$ cat config.mk
export PLATFORM = sky130hd
export DESIGN_NAME = load_store_unit
export DESIGN_NICKNAME = d
export VERILOG_FILES = /design/src/rtl/load_store_unit.sv
export SDC_FILE = /design/constraint.sdc
export NUM_CORES = 1
export LEC_CHECK = 0
export BUFFER_PORTS_ARGS = -buffer_cell sky130_fd_sc_hd__buf_2
export CAP_MARGIN = 15
export CORE_ASPECT_RATIO = 0.8
export CORE_MARGIN = 2
export CORE_UTILIZATION = 40
export CTS_CLUSTER_DIAMETER = 30
export DETAILED_ROUTE_END_ITERATION = 10
export GPL_ROUTABILITY_DRIVEN = 1
export GPL_TIMING_DRIVEN = 0
export PLACE_DENSITY = 0.8
export SLEW_MARGIN = 20
export SYNTH_ARGS = -nofsm -noshare
export SYNTH_HDL_FRONTEND = slang
export SYNTH_SLANG_ARGS = --single-unit
export TNS_END_PERCENT = 100
$ cat constraint.sdc
create_clock -name clk -period 2 [get_ports clk]
set_clock_uncertainty 0.1 [all_clocks]
set_input_delay 0.3 -clock clk [delete_from_list [all_inputs] [get_ports clk]]
set_output_delay 0.3 -clock clk [all_outputs]
set_load 0.1 [all_outputs]
$ cat src/rtl/load_store_unit.sv
// Load/store unit: one CPU access at a time against a word-wide data memory.
// Define LSU_BYTE_ACCESS_EN to enable byte loads and read-modify-write byte stores.
module load_store_unit #(
    parameter int WAIT_CYCLES = 1
) (
    input  logic        clk,
    input  logic        Rst,
    input  logic        req,
    input  logic        we,
    input  logic        byte_en,
    input  logic [10:0] addr,
    input  logic [15:0] wdata,
    output logic        busy,
    output logic        done,
    output logic [15:0] rdata,
    output logic [9:0]  Address,
    output logic [15:0] Write_Data,
    output logic        MemRead,
    output logic        MemWrite,
    input  logic [15:0] Read_Data
);

    localparam int EffWait = (WAIT_CYCLES < 1) ? 1 : WAIT_CYCLES;
    localparam int CntW    = (EffWait > 1) ? $clog2(EffWait) : 1;
    localparam logic [CntW-1:0] LastCnt = CntW'(EffWait - 1);

    typedef enum logic [2:0] {
        IDLE,
        READ,
        MERGE,
        WRITE,
        DONE
    } state_t;

    state_t          r_state;
    state_t          w_next;
    logic [CntW-1:0] r_count;
    logic [9:0]      r_wordAddr;
    logic            r_we;
    logic [15:0]     r_wdata;
    logic            w_lastRead;
    logic            w_needsRead;
    logic [15:0]     w_loadValue;

    assign w_lastRead = (r_state == READ) && (r_count == LastCnt);

`ifdef LSU_BYTE_ACCESS_EN
    logic        r_byte;
    logic        r_lane;
    logic [15:0] r_sample;
    logic [7:0]  w_loadByte;
    logic [15:0] w_merged;

    // Byte stores must fetch the old word first, so they also start with a read
    assign w_needsRead = !we || byte_en;
    assign w_loadByte  = r_lane ? Read_Data[15:8] : Read_Data[7:0];
    assign w_loadValue = r_byte ? {{8{w_loadByte[7]}}, w_loadByte} : Read_Data;
    assign w_merged    = r_lane ? {r_wdata[7:0], r_sample[7:0]}
                                : {r_sample[15:8], r_wdata[7:0]};
`else
    logic w_unusedInputs;

    assign w_needsRead    = !we;
    assign w_loadValue    = Read_Data;
    assign w_unusedInputs = ^{byte_en, addr[0]};
`endif

    always_ff @(posedge clk) begin
        if (Rst) begin
            r_state <= IDLE;
        end else begin
            r_state <= w_next;
        end
    end

    always_comb begin
        w_next     = r_state;
        busy       = 1'b1;
        done       = 1'b0;
        MemRead    = 1'b0;
        MemWrite   = 1'b0;
        Address    = r_wordAddr;
        Write_Data = 16'h0000;
        case (r_state)
            IDLE: begin
                busy    = 1'b0;
                Address = 10'h000;
                if (req) begin
                    w_next = w_needsRead ? READ : WRITE;
                end
            end
            READ: begin
                MemRead = 1'b1;
                if (w_lastRead) begin
                    w_next = r_we ? MERGE : DONE;
                end
            end
            MERGE: begin
                w_next = WRITE;
            end
            WRITE: begin
                MemWrite   = 1'b1;
                Write_Data = r_wdata;
                w_next     = DONE;
            end
            DONE: begin
                done    = 1'b1;
                Address = 10'h000;
                w_next  = IDLE;
            end
            default: begin
                busy    = 1'b0;
                Address = 10'h000;
                w_next  = IDLE;
            end
        endcase
    end

    // Request latch, read-wait counter and the load result register
    always_ff @(posedge clk) begin
        if (Rst) begin
            r_count    <= '0;
            r_wordAddr <= 10'h000;
            r_we       <= 1'b0;
            r_wdata    <= 16'h0000;
            rdata      <= 16'h0000;
`ifdef LSU_BYTE_ACCESS_EN
            r_byte     <= 1'b0;
            r_lane     <= 1'b0;
            r_sample   <= 16'h0000;
`endif
        end else begin
            case (r_state)
                IDLE: begin
                    if (req) begin
                        r_count    <= '0;
                        r_wordAddr <= addr[10:1];
                        r_we       <= we;
                        r_wdata    <= wdata;
`ifdef LSU_BYTE_ACCESS_EN
                        r_byte     <= byte_en;
                        r_lane     <= addr[0];
`endif
                    end
                end
                READ: begin
                    if (w_lastRead) begin
                        r_count <= '0;
                        if (!r_we) begin
                            rdata <= w_loadValue;
                        end
`ifdef LSU_BYTE_ACCESS_EN
                        r_sample <= Read_Data;
`endif
                    end else begin
                        r_count <= r_count + 1'b1;
                    end
                end
`ifdef LSU_BYTE_ACCESS_EN
                MERGE: begin
                    r_wdata <= w_merged;
                end
`endif
                default: begin
                end
            endcase
        end
    end

endmodule

# Word-level counts from Yosys, hierarchy flattened
# Cells that the tools add are included.
[classes] addsub=1 n_eq_ne=6 mux=14 n_bitwise=2 reduce_logical=9
[op_table] cell="16-bit two-way mux" count=1
[op_table] cell="3-bit one-hot mux with 4 select lines" count=1
[op_table] cell="10-bit two-way mux" count=1
[op_table] cell="3-bit two-way mux" count=3
[op_table] cell="3-bit by 2-bit == test with 1-bit output, second input constant" count=2
[op_table] cell="1-bit two-way mux" count=6
[op_table] cell="2-bit AND reduction" count=3
[op_table] cell="2-bit != test, second input constant" count=2
[op_table] cell="4-bit OR reduction" count=1
[op_table] cell="3-bit by 1-bit == test with 1-bit output, second input constant" count=1
[op_table] cell="3-bit == test, second input constant" count=1
[op_table] cell="3-bit logical NOT" count=1
[op_table] cell="3-bit AND reduction" count=1
[op_table] cell="3-bit OR reduction" count=1
[op_table] cell="2-bit two-way mux" count=1
[op_table] cell="1-bit NOT" count=2
[op_table] cell="1-bit one-hot mux with 2 select lines" count=1
[op_table] cell="2-bit nonzero test" count=1
[op_table] cell="1-bit adder, second input constant" count=1
[op_table] cell="1-bit logical AND" count=1
[totals] regBits=47 in_bits=48 output_inout_bits=46 word_cells=38

# Longest topological paths before layout
[logic_depth] depth_word=4 depth_mapped=6 depth_no_buf=3

# Worst setup path after synthesis
# OpenSTA, ideal clock, no wires.
[synth_path] kind="register to output" start="reg r_state[2]" end="out Write_Data[10]" arrival_time_ns=2.148 required_ns=1.600 setup_slack_ns=-0.548 stages_incl_launch_ff=6 path_buffers=3 cell_sequence="dfxtp_1 buf_6 and3b_2 clkbuf_1 buf_2 and2_1"
[synth_via] elab_chain_len=2
[synth_lines] element="start: declaration" line="35" source="state_t r_state;"
[synth_lines] element="start signal: assignment" line="72" source="r_state <= w_next;"
[synth_lines] element="3-bit by 2-bit == test with 1-bit output" line="84" source="case (r_state)"
[synth_lines] element="16-bit two-way mux" line="84"
[synth_lines] element="end: declaration" line="17" source="output logic [15:0] Write_Data,"
# No other way between the ends.

# Worst setup path in the final report
[layout_path] start="reg r_state[2]" end="out Write_Data[7]"
# Same word-level chain as after synthesis.

==> qor_table.md <==
| Parameter | Value | Unit |
|:---|:---|:---|
| Result of the run | finished, violations left | - |
| Violated checks | DRC | - |
| Peak per-stage delay on the critical path | 0.33 | ns |
| Setup violations, final | 0 | - |
| Number of DRC violations after detailed-routing iteration 0 | 69 | - |
| Dominant combinational cell family by area after synthesis | simple AND/OR/NAND/NOR gates | - |
| Number of ports placed on the die boundary | 94 | - |
| Dpl cell area | 2700 | um^2 |
| Setup TNS | 0 | ns |
| Buffer levels on the longest clock path | 2 | - |
| Leakage Power | 1.35 | nW |
| Worst min-delay path class | in2reg | - |
| Cts bufs inserted | 5 | - |
| Total gr overflow | 0 | - |
| Floorplan core area | 5090 | um^2 |
| Setup slack on the worst flop-to-flop path | 0.30 | ns |
| Slowest stage cell on the critical path | dfxtp_2 | - |
| Post-synth EDFFs | 0 | - |
| Die outline area | 5950 | um^2 |
| Count of final max-slew check failures | 0 | - |
| Routed WL per cell | 13.1 | um |
| Sort of element at the start of the critical path | flop | - |
| Vias in the first global route | 1885 | - |
| Worst hold path depth | 3 | - |
| Worst path bufs/invs | 3 | - |
| Area fraction in compound gates after synthesis | 7.43 | % |
| Via Count | 1905 | - |
| Max-cap violations | 0 | - |
| Number of input and output port buffers inserted | 91 | - |
| Top fanout value on the critical path | 10 | - |
| Maximum resistive drop on vdd | 0.318 | mV |
| Iteration count of the initial detailed-routing pass | 7 | - |
| Area share of the largest cell type after synthesis | 44.0 | % |
| Top layer in use | met4 | - |
| Area share of xor/xnor cells in the synthesized design | 0.410 | % |
| WS Path Type | reg2out | - |
| Chip Height | 69.4 | um |
| Share of synthesized cell area in and, or, nand and nor gates | 33.6 | % |
| Leading cell types by total area after synthesis | dfxtp_1, nand2_1, nand2b_1 | - |
| Element type at the critical path end | output pin | - |
| Number of distinct library cells after synthesis | 27 | - |
| Area growth from synthesis to layout | 41.7 | % |
| Estimated wirelength of the detail-placed design | 3.70 | mm |
| Relative contribution of the clock network to total power | 26.8 | % |
| Share of synthesized area spent on multiplexers | 7.49 | % |
| Non-Filler Cell Area, Final | 3030 | um^2 |
| Routability Congestion | 0.806 | - |
| Final period utilization | 98.0 | % |
| Cell accounting for the most synthesized area | dfxtp_1 | - |
| Clock tree from TritonCTS | done | - |
| Transition time at the pin with the least slew margin | 0.668 | ns |
| Clock network latency to the later pin of the worst-skew pair | 0.30 | ns |
| Relative max-transition margin | 55.2 | % |
| Synthesized area per cell | 8.76 | um^2 |
| Cell Chain, Critical Path | buf_12, and3b_2, buf_8, and2_4, buf_12 | - |
| Met3 layer wire length in the routed design | 290 | um |
| Share of synthesized cell area in full adder, half adder and majority cells | 0 | % |
| Setup repair after global routing missed its margin | true | - |
| R2R Path End | r_wdata[1] | - |
| Total global-route track usage | 18.3 | % |
| Filler-free cell count of the finished design | 405 | - |
| Area of the mapped netlist | 2140 | um^2 |
| Number of antenna-violating nets in the routed design | 0 | - |
| P_sw | 0.909 | mW |
| Largest net degree at the start of global routing | 14 | - |
| Fmax | 510 | MHz |
| Dominant delay contributor by cell family on the critical path | simple AND/OR/NAND/NOR gates | - |
| Wire length of the first global-routing pass | 8.67 | mm |
| Reg2Reg Launch Point | r_state[2] | - |
| Critical Path AT | 1.56 | ns |
| HP Start | wdata[12] | - |
| Gate Count Post-Synth | 244 | - |
| Internal portion of total power | 1.63 | mW |
| Placed Instances | 397 | - |
| Aggregate routed wire length | 5.30 | mm |
| Share of synthesized flip-flops with an asynchronous set or reset | 0 | % |
| Synthesized net count | 292 | - |
| Root Driver | clkbuf_8 | - |
| Count of yosys warnings during synthesis | 0 | - |
| R2R depth | 5 | - |
| Final-report hold violation count | 0 | - |
| Detail Route met2 WL | 2.62 | mm |
| Initial core utilization | 42.0 | % |
| CTS H-tree lvls | 2 | - |
| Routed met1 length | 2.33 | mm |
| Antenna violations before repair | 0 | - |
| Cell type with the highest occurrence count on the critical path | buf_12 | - |
| Required time reported for the critical path endpoint | 1.60 | ns |
| Sequential-to-total area share from yosys stat | 44.0 | % |
| Sequential Power Share | 41.5 | % |
| Time the final worst path needs with I/O delays and setup | 1.96 | ns |
| Layout Nets | 391 | - |
| # rows | 23 | - |
| Share of cells above drive strength 1 | 37.9 | % |
| Post-DR vias/cell | 4.70 | - |
| Pwr Density | 836 | nW/um^2 |
| Worst Hold Endpoint | r_wdata[12] | - |
| Dominant synthesized flop cell | dfxtp_1 | - |
| Post-layout total power | 2.53 | mW |
| Horizontal die dimension | 85.7 | um |
| Instance count on the critical path | 5 | - |
| Number of inserted diodes | 0 | - |
| Flops & latches, synth | 47 | - |
| Relative contribution of combinational cells to total power | 31.7 | % |
| Total clock sinks | 47 | - |
| Clock transition at the registers of the reported paths | 0.09 | ns |
| Switching Fraction | 35.9 | % |
| Remaining design rule violation count | 3 | - |
-- logic make-up (layout without fill, tap and decap cells) --
group / Yosys count / count (layout)
AND/OR/NAND/NOR: 130 / 131
flip-flops: 47 / 47
AO/OA/AOI/OAI: 31 / 31
buffers and inverters: 19 / 117
multiplexers: 16 / 16
XOR/XNOR: 1 / 1
-- stage by stage --
stage | hold WS [ns] | util [%] | setup slack (ns)
floorplan | 0.332 | - | -0.287
global placement | 0.337 | 53.1 | -0.159
detailed placement | 0.343 | 53.1 | -0.187
CTS | 0.120 | 59.0 | 0.0118
global route | 0.120 | 59.5 | -0.0123
finish | 0.128 | 59.5 | 0.0395
-- layout by cell type, fill, tap and decap left out, drive strengths merged --
cell type,n
nor2b,2
and2,28
buf,102
o22ai,1
nor3,1
nand2b,32
bufinv,1
o31ai,1
o21ai,1
xnor2,1
mux2i,16
a21oi,28
nand2,55
clkbuf,13
nor2,5
inv,1
or4b,1
and3b,2
nor4b,3
dfxtp,47
nor3b,2
-- how the worst max path moves through the flow --
stage                      to  slack (ns)       start
2_1_floorplan       rdata[10]       -0.29  r_state[1]
3_3_place_gp   Write_Data[14]       -0.16  r_state[2]
3_5_place_dp   Write_Data[10]       -0.19  r_state[2]
4_1_cts        Write_Data[10]        0.01  r_state[2]
5_1_grt        Write_Data[12]       -0.01  r_state[2]
6_report        Write_Data[7]        0.04  r_state[2]
-- registers in the layout, indices dropped and copies added (netlist names) --
register,cells
r_count,1
r_wordAddr,10
r_we,1
rdata,16
r_state,3
r_wdata,16
-- cells in the mapped netlist, types with 2 or more instances --
cell type / count
nor2b_1: 2
clkbuf_1: 7
nor2_1: 5
a21oi_1: 28
buf_6: 5
nand2b_1: 32
nand2_1: 54
and2_1: 27
dfxtp_1: 47
buf_4: 2
mux2i_1: 16
buf_8: 3
nor4b_1: 2
-- worst min-delay path, stage by stage --
cell,delay (ns)
buf_2,0.09
nand2_1,0.04
a21oi_1,0.05
-- timing repair --
item	in CTS	in global routing
setup buffers	0	1
resized for setup	60	6
endpoints found under the setup margin	28	11
cloned	1	0
pin swaps	0	3
hold buffers	0	0
-- metal layers --
layer / global-route usage [%] / vias to the layer above
li1: - / 977
met1: 22.8 / 878
met2: 30.7 / 45
met3: 5.00 / 5
met4: 5.82 / 0
met5: 0 / -
-- area by class of cell --
| class | count | area [um^2] |
|---|---|---|
| Buffer | 17 | 166 |
| Clock buffer | 6 | 72.6 |
| Clock inverter | 1 | 30.0 |
| Fill cell | 470 | 2060 |
| Inverter | 1 | 3.75 |
| Multi-Input combinational cell | 179 | 1090 |
| Sequential cell | 47 | 945 |
| Tap cell | 62 | 77.6 |
| Timing Repair Buffer | 92 | 643 |
-- power groups by stage --
stage	sequential [mW]	clock [mW]	combinational, mW
finish	1.05	0.680	0.804
global route	1.06	0.741	0.855
CTS	1.05	0.701	0.801
detailed placement	1.07	0	0.776
global placement	1.07	0	0.767
floorplan	1.24	0	0.453
No activity file was read; power rests on OpenSTA's default activity.
